--- config.mk ---
export PLATFORM = sky130hd
export DESIGN_NAME = seg7_page_ctrl
export DESIGN_NICKNAME = d
export VERILOG_FILES = /design/src/rtl/seg7_pkg.sv /design/src/rtl/seg7_tick_gen.sv /design/src/rtl/seg7_page_ctrl.sv
export SDC_FILE = /design/constraint.sdc
export NUM_CORES = 1
export LEC_CHECK = 0
export BUFFER_PORTS_ARGS = -buffer_cell sky130_fd_sc_hd__buf_4
export CORE_MARGIN = 3
export CORE_UTILIZATION = 49
export DETAILED_ROUTE_END_ITERATION = 8
export PLACE_DENSITY_LB_ADDON = 0.25
export SLEW_MARGIN = 20
export SYNTH_ARGS = -nofsm -noshare
export SYNTH_HDL_FRONTEND = slang
export SYNTH_SLANG_ARGS = --single-unit
--- constraint.sdc ---
create_clock -name CLK -period 3.59 [get_ports CLK]
set_input_delay 0 -clock CLK [delete_from_list [all_inputs] [get_ports CLK]]
set_output_delay 0 -clock CLK [all_outputs]
set_load 0.05 [all_outputs]
--- src/rtl/seg7_pkg.sv ---
// Shared types and constants for the 7-segment page controller.
package seg7_pkg;

    typedef enum logic {PG_LO = 1'b0, PG_HI = 1'b1} page_t;

    localparam int         NDIG   = 6;
    localparam logic [5:0] EN_ALL = 6'h3F;
    localparam logic [5:0] EN_HI  = 6'h03;
    localparam logic [5:0] DOT_HI = 6'h20;

    // Keep every digit at or below the most-significant nonzero nibble; HEX0 always stays lit.
    function automatic logic [NDIG-1:0] lzb_mask(input logic [4*NDIG-1:0] d);
        logic [NDIG-1:0] m;
        logic            seen;
        seen = 1'b0;
        for (int i = NDIG - 1; i >= 0; i--) begin
            seen = seen | (|d[4*i +: 4]);
            m[i] = seen;
        end
        m[0] = 1'b1;
        return m;
    endfunction

endpackage

--- src/rtl/seg7_tick_gen.sv ---
// Prescaler: counts 0..PRESC_DIV-1 and pulses tick in the wrap cycle.
// A synchronous clear restarts the count from 0.
module seg7_tick_gen #(
    parameter int PRESC_DIV = 50_000_000
) (
    input  logic clk,
    input  logic rst,
    input  logic clr,
    output logic tick
);
    localparam int CW = $clog2(PRESC_DIV);

    logic [CW-1:0] cnt;

    // tick must not depend on clr: clr is itself derived from tick upstream
    assign tick = (cnt == CW'(PRESC_DIV - 1));

    // Free-running count with clear and wrap
    always_ff @(posedge clk or posedge rst) begin
        if (rst)              cnt <= '0;
        else if (clr || tick) cnt <= '0;
        else                  cnt <= cnt + 1'b1;
    end

endmodule

--- src/rtl/seg7_page_ctrl.sv ---
// Display scheduler for six 7-seg digits: latches a 32-bit word via REQ/ACK and
// pages it as LO = VALUE[23:0] / HI = VALUE[31:24], by dwell timer or button.
// Optional feature macro: SEG7_BLINK_EN (adds BLINK port and whole-display blink).
module seg7_page_ctrl
    import seg7_pkg::*;
#(
    parameter int PRESC_DIV  = 50_000_000,
    parameter int PAGE_TICKS = 3
`ifdef SEG7_BLINK_EN
    , parameter int BLINK_TICKS = 1
`endif
) (
    input  logic        CLK,
    input  logic        RST,
    input  logic        REQ,
    input  logic [31:0] VALUE,
    output logic        ACK,
    input  logic        AUTO,
    input  logic        LZB,
    input  logic        KEY_N,
    output logic        PAGE,
    output logic [23:0] DIG,
    output logic [5:0]  EN,
    output logic [5:0]  DOT
`ifdef SEG7_BLINK_EN
    , input logic       BLINK
`endif
);
    localparam int DW = $clog2(PAGE_TICKS + 1);

    page_t          page_q;
    logic [31:0]    val_q;
    logic [DW-1:0]  dwell;
    logic           tick;
    logic           key_s1, key_s2, key_q;
    logic           press;
    logic           auto_hit;
    logic           toggle;

    assign press    = key_q & ~key_s2;
    assign auto_hit = AUTO && tick && (dwell == DW'(PAGE_TICKS - 1));
    assign toggle   = auto_hit | press;   // simultaneous causes collapse to one toggle
    assign PAGE     = page_q;

    seg7_tick_gen #(.PRESC_DIV(PRESC_DIV)) u_tick (
        .clk  (CLK),
        .rst  (RST),
        .clr  (toggle),
        .tick (tick)
    );

    // REQ/ACK handshake: latch on REQ while no ACK is outstanding
    always_ff @(posedge CLK or posedge RST) begin
        if (RST) begin
            val_q <= '0;
            ACK   <= 1'b0;
        end else if (REQ && !ACK) begin
            val_q <= VALUE;
            ACK   <= 1'b1;
        end else begin
            ACK   <= 1'b0;
        end
    end

    // Button synchronizer plus edge register, idle high so reset is not a press
    always_ff @(posedge CLK or posedge RST) begin
        if (RST) begin
            key_s1 <= 1'b1;
            key_s2 <= 1'b1;
            key_q  <= 1'b1;
        end else begin
            key_s1 <= KEY_N;
            key_s2 <= key_s1;
            key_q  <= key_s2;
        end
    end

    // Page FSM and dwell counter
    always_ff @(posedge CLK or posedge RST) begin
        if (RST) begin
            page_q <= PG_LO;
            dwell  <= '0;
        end else if (toggle) begin
            page_q <= (page_q == PG_LO) ? PG_HI : PG_LO;
            dwell  <= '0;
        end else if (!AUTO) begin
            dwell  <= '0;
        end else if (tick) begin
            dwell  <= dwell + 1'b1;
        end
    end

`ifdef SEG7_BLINK_EN
    localparam int BW = $clog2(BLINK_TICKS + 1);
    logic [BW-1:0] blink_cnt;
    logic          phase;

    // Blink phase flips every BLINK_TICKS ticks; parked at 0 while BLINK is low
    always_ff @(posedge CLK or posedge RST) begin
        if (RST) begin
            blink_cnt <= '0;
            phase     <= 1'b0;
        end else if (!BLINK) begin
            blink_cnt <= '0;
            phase     <= 1'b0;
        end else if (tick) begin
            if (blink_cnt == BW'(BLINK_TICKS - 1)) begin
                blink_cnt <= '0;
                phase     <= ~phase;
            end else begin
                blink_cnt <= blink_cnt + 1'b1;
            end
        end
    end
`endif

    logic [23:0] page_data;
    logic [5:0]  en_base, dot_base, en_nxt, dot_nxt;
    logic        blank;

    // Next display image from page, latched value and blanking controls
    always_comb begin
        page_data = (page_q == PG_HI) ? {16'h0, val_q[31:24]} : val_q[23:0];
        en_base   = (page_q == PG_HI) ? EN_HI  : EN_ALL;
        dot_base  = (page_q == PG_HI) ? DOT_HI : 6'h00;
        en_nxt    = LZB ? (en_base & lzb_mask(page_data)) : en_base;
        dot_nxt   = dot_base;
`ifdef SEG7_BLINK_EN
        blank     = BLINK & phase;
`else
        blank     = 1'b0;
`endif
        if (blank) begin
            en_nxt  = 6'h00;
            dot_nxt = 6'h00;
        end
    end

    // Registered digit outputs
    always_ff @(posedge CLK or posedge RST) begin
        if (RST) begin
            DIG <= '0;
            EN  <= '0;
            DOT <= '0;
        end else begin
            DIG <= page_data;
            EN  <= en_nxt;
            DOT <= dot_nxt;
        end
    end

endmodule

==> flow_summary_export.csv <==
group,metric,value,unit
final_layout,final_core_util,66.4,%
floorplanning,fp.dieH,95.8,microns
cts,cts.path.max_buffers,2,
final_layout,fin_area,5150,sq um
logic_synthesis,postSynthCellCount,318,
sta,fin_ws,1.31,ns
sta,rsz0062_at_grt,"false",
place,port_buffers,70,
sta,tightest_slew,0.889,ns
sta,hold_ws,0.0307,ns
min_path,min_to,"ACK",
final_layout,nFillCells,587,
setup_path,critPathMaxFanout,14,
place,gp_congestion,0.825,
grt,grt_max_degree,55,
final_layout,diodes,0,
setup_path,r2r_end,"u_tick.cnt[11]",
pwr,leakage,2.23,nW
setup_path,critPathLaunchType,"register",
logic_synthesis,synthFlopType,"dfrtp_1",
setup_path,timing.rr.start,"u_tick.cnt[16]",
route,drc_errors,0,
setup_path,critPathRequiredTime,3.83,ns
route,vias_per_cell,5.25,
sta,fin_crit_sh,63.4,%
flow_run,drv_cap,0,
place,dp_slack,1.34,ns
cts,cts_tree,"yes",
cts,cts_root_buf,"clkbuf_8",
floorplanning,coreArea,7770,sq um
pwr,max-vdd-ir-drop,0.396,mV
sta,hold_violations,0,
route,firstDrtPassIters,4,
min_path,hp-start,"REQ",
sta,tns,0,ns
cts,clock_latency,0.35,ns
logic_synthesis,async_reset_ff_share,100,%
floorplanning,start_util,50.9,%
cts,h-tree-depth,3,
min_path,min_delay_path_depth,2,
sta,period_minus_slack,2.28,ns
sta,maxSlewHeadroom,40.7,%
route,drt_wl_total,8.37,mm
grt,antenna_found_initial,0,
grt,grt_pass1_wl,14.1,mm
floorplanning,die_w,95.8,microns
floorplanning,io_pins,76,
route,wl_per_cell,15.6,microns
floorplanning,rows,32,
final_layout,post_route_cells_drive_above_1_share,33.0,%
outcome,status,"finished, final reports clean",
setup_path,end_kind,"register",
logic_synthesis,synth_seq_area_share,60.9,%
setup_path,crit_type,"reg2reg",
place,dpl.hpwl,5.51,mm
logic_synthesis,yosysWarnings,0,
logic_synthesis,synth_edf_count,0,
cts,numClockSinks,96,
sta,final_max_slew_viol_count,0,
cts,path_clk_slew,0.09,ns
grt,overflow,0,
cts,cts_buffers,9,
logic_synthesis,synth-seq-cells,96,
route,ant_nets,0,
sta,setup_viol,0,
logic_synthesis,syn_area,3950,sq um
final_layout,fin_nets,469,
route,num_vias,2807,
place,placed_cell_area,4580,sq um
grt,grt_usage,19.9,%
logic_synthesis,synth.distinct_cells,43,
setup_path,cp.arrival,2.51,ns
grt,grt_pass1_vias,2980,
min_path,hp-class,"in2reg",
final_layout,area_growth_syn_to_layout,30.4,%
sta,finClkSkew,0.00792,ns
logic_synthesis,avgSynthCellArea,12.4,sq um
pwr,power.density,628,nW/um^2
floorplanning,design.die.area,9180,sq um
setup_path,ff2ff_setup_slack,1.31,ns
sta,max_freq,439,MHz
setup_path,rr_worst_depth,5,
route,drtIter0Drc,112,
-- metal layers --
layer | track usage, % | vias to the layer above | share of wire, %
met4 | 6.40 | 0 | 1.3
met2 | 33.8 | 60 | 53
li1 | - | 1341 | -
met1 | 24.1 | 1396 | 40
met3 | 6.57 | 10 | 6.1
met5 | 0 | - | 0
-- cells in the mapped netlist, types with 3 or more instances --
| cell type | n | share of area, % |
|---|---|---|
| or4_1 | 8 | 1.5 |
| dfstp_2 | 3 | 2.0 |
| xnor2_1 | 8 | 1.8 |
| buf_4 | 5 | 0.95 |
| nand4_1 | 6 | 0.95 |
| nor2b_1 | 18 | 2.8 |
| clkbuf_1 | 6 | 0.57 |
| nand3_1 | 16 | 2.0 |
| a21oi_1 | 14 | 1.8 |
| nor2_1 | 22 | 2.1 |
| nor4_1 | 7 | 1.1 |
| o21ai_0 | 7 | 0.89 |
| o31ai_1 | 6 | 1.1 |
| nand2_1 | 9 | 0.85 |
| or3_1 | 3 | 0.47 |
| inv_1 | 6 | 0.57 |
| nor3_1 | 5 | 0.63 |
| dfrtp_1 | 93 | 59 |
| xor2_1 | 5 | 1.1 |
| and3_2 | 3 | 0.57 |
| mux2_2 | 40 | 11 |
-- final cells by class --
class | count | area [sq um] | share of cell area (%)
well taps | 102 | 128 | 2.48
flip-flops and latches | 96 | 2410 | 46.7
multi-input cells | 205 | 1460 | 28.4
repair buffers | 111 | 923 | 17.9
clock inverters | 5 | 82.6 | 1.60
inverters | 6 | 23.8 | 0.461
clock buffers | 10 | 128 | 2.48
-- placed cells by master (no fill, tap or decap), types with 2 or more instances in the layout --
cell,n
mux2_2,40
mux2i_1,2
or3_1,3
xor2_1,5
bufinv_16,2
o31ai_1,6
nand3_1,16
and3_2,3
nand4_1,6
inv_1,5
buf_4,75
clkinv_2,2
conb_1,6
nor2_1,22
dfrtp_1,93
and4_1,2
dfstp_2,3
a21oi_1,14
nor2b_1,17
clkinv_4,2
dlygate4sd3_1,36
nor4_1,7
nand4b_1,2
xnor2_1,8
o21ai_0,7
nand2_1,9
clkbuf_8,9
or4_1,8
ha_1,2
nor3_1,5
-- what timing repair did --
item | CTS | global route
gates resized for setup | 0 | 0
setup buffers | 0 | 0
setup endpoints to repair | 0 | 0
hold buffers | 36 | 0
hold endpoints to repair | 86 | 0
-- worst max path at each step --
stage                        start  slack [ns]  cells after the start              to
floorplan                      RST        1.09                      1             ACK
global placement     u_tick.cnt[8]        1.38                      4   u_tick.cnt[6]
CTS                 u_tick.cnt[16]        1.32                      5  u_tick.cnt[11]
finish              u_tick.cnt[16]        1.31                      5  u_tick.cnt[11]
detailed placement  u_tick.cnt[16]        1.34                      5  u_tick.cnt[11]
global route        u_tick.cnt[16]        1.14                      5  u_tick.cnt[11]
-- logic make-up (layout without fill, tap and decap cells) --
kind of cell / count (synthesis) / count (layout) / share of synthesized area, %
buffers and inverters: 21 / 132 / 2.56
adders and majority gates: 2 / 2 / 0.633
AOI/OAI and AO/OA: 30 / 30 / 4.49
other: 2 / 6 / 0.190
muxes: 42 / 42 / 11.9
xor gates and xnor gates: 13 / 13 / 2.88
DFF: 96 / 96 / 60.9
and+or+nand+nor: 112 / 112 / 16.5
-- report_power, final --
part / switching [mW] / internal, mW / total (mW)
clock network: 0.359 / 0.390 / 0.750
logic: 0.732 / 0.370 / 1.10
registers: 0.104 / 1.28 / 1.39
-- registers in the layout, summed over array words and instances, names as in the netlist, 2 cells and up --
name	cells
DIG	24
val_q	32
EN	6
u_tick.cnt	26
dwell	2
-- metrics by stage --
stage                     power (mW)  std cells
after global placement          2.47        484
after CTS                       3.26        535
after detailed placement        2.48        484
after floorplan                 2.14        322
final                           3.24        535
after global routing            3.38        535
-- critical path, stage by stage (launching register included) --
cell and delay, ns:
dfrtp_1 0.45, nor4bb_1 0.44, nand4_1 0.20, o31ai_2 0.67
buf_4 0.33, nor2_1 0.08
(Power assumes the default switching activity.)
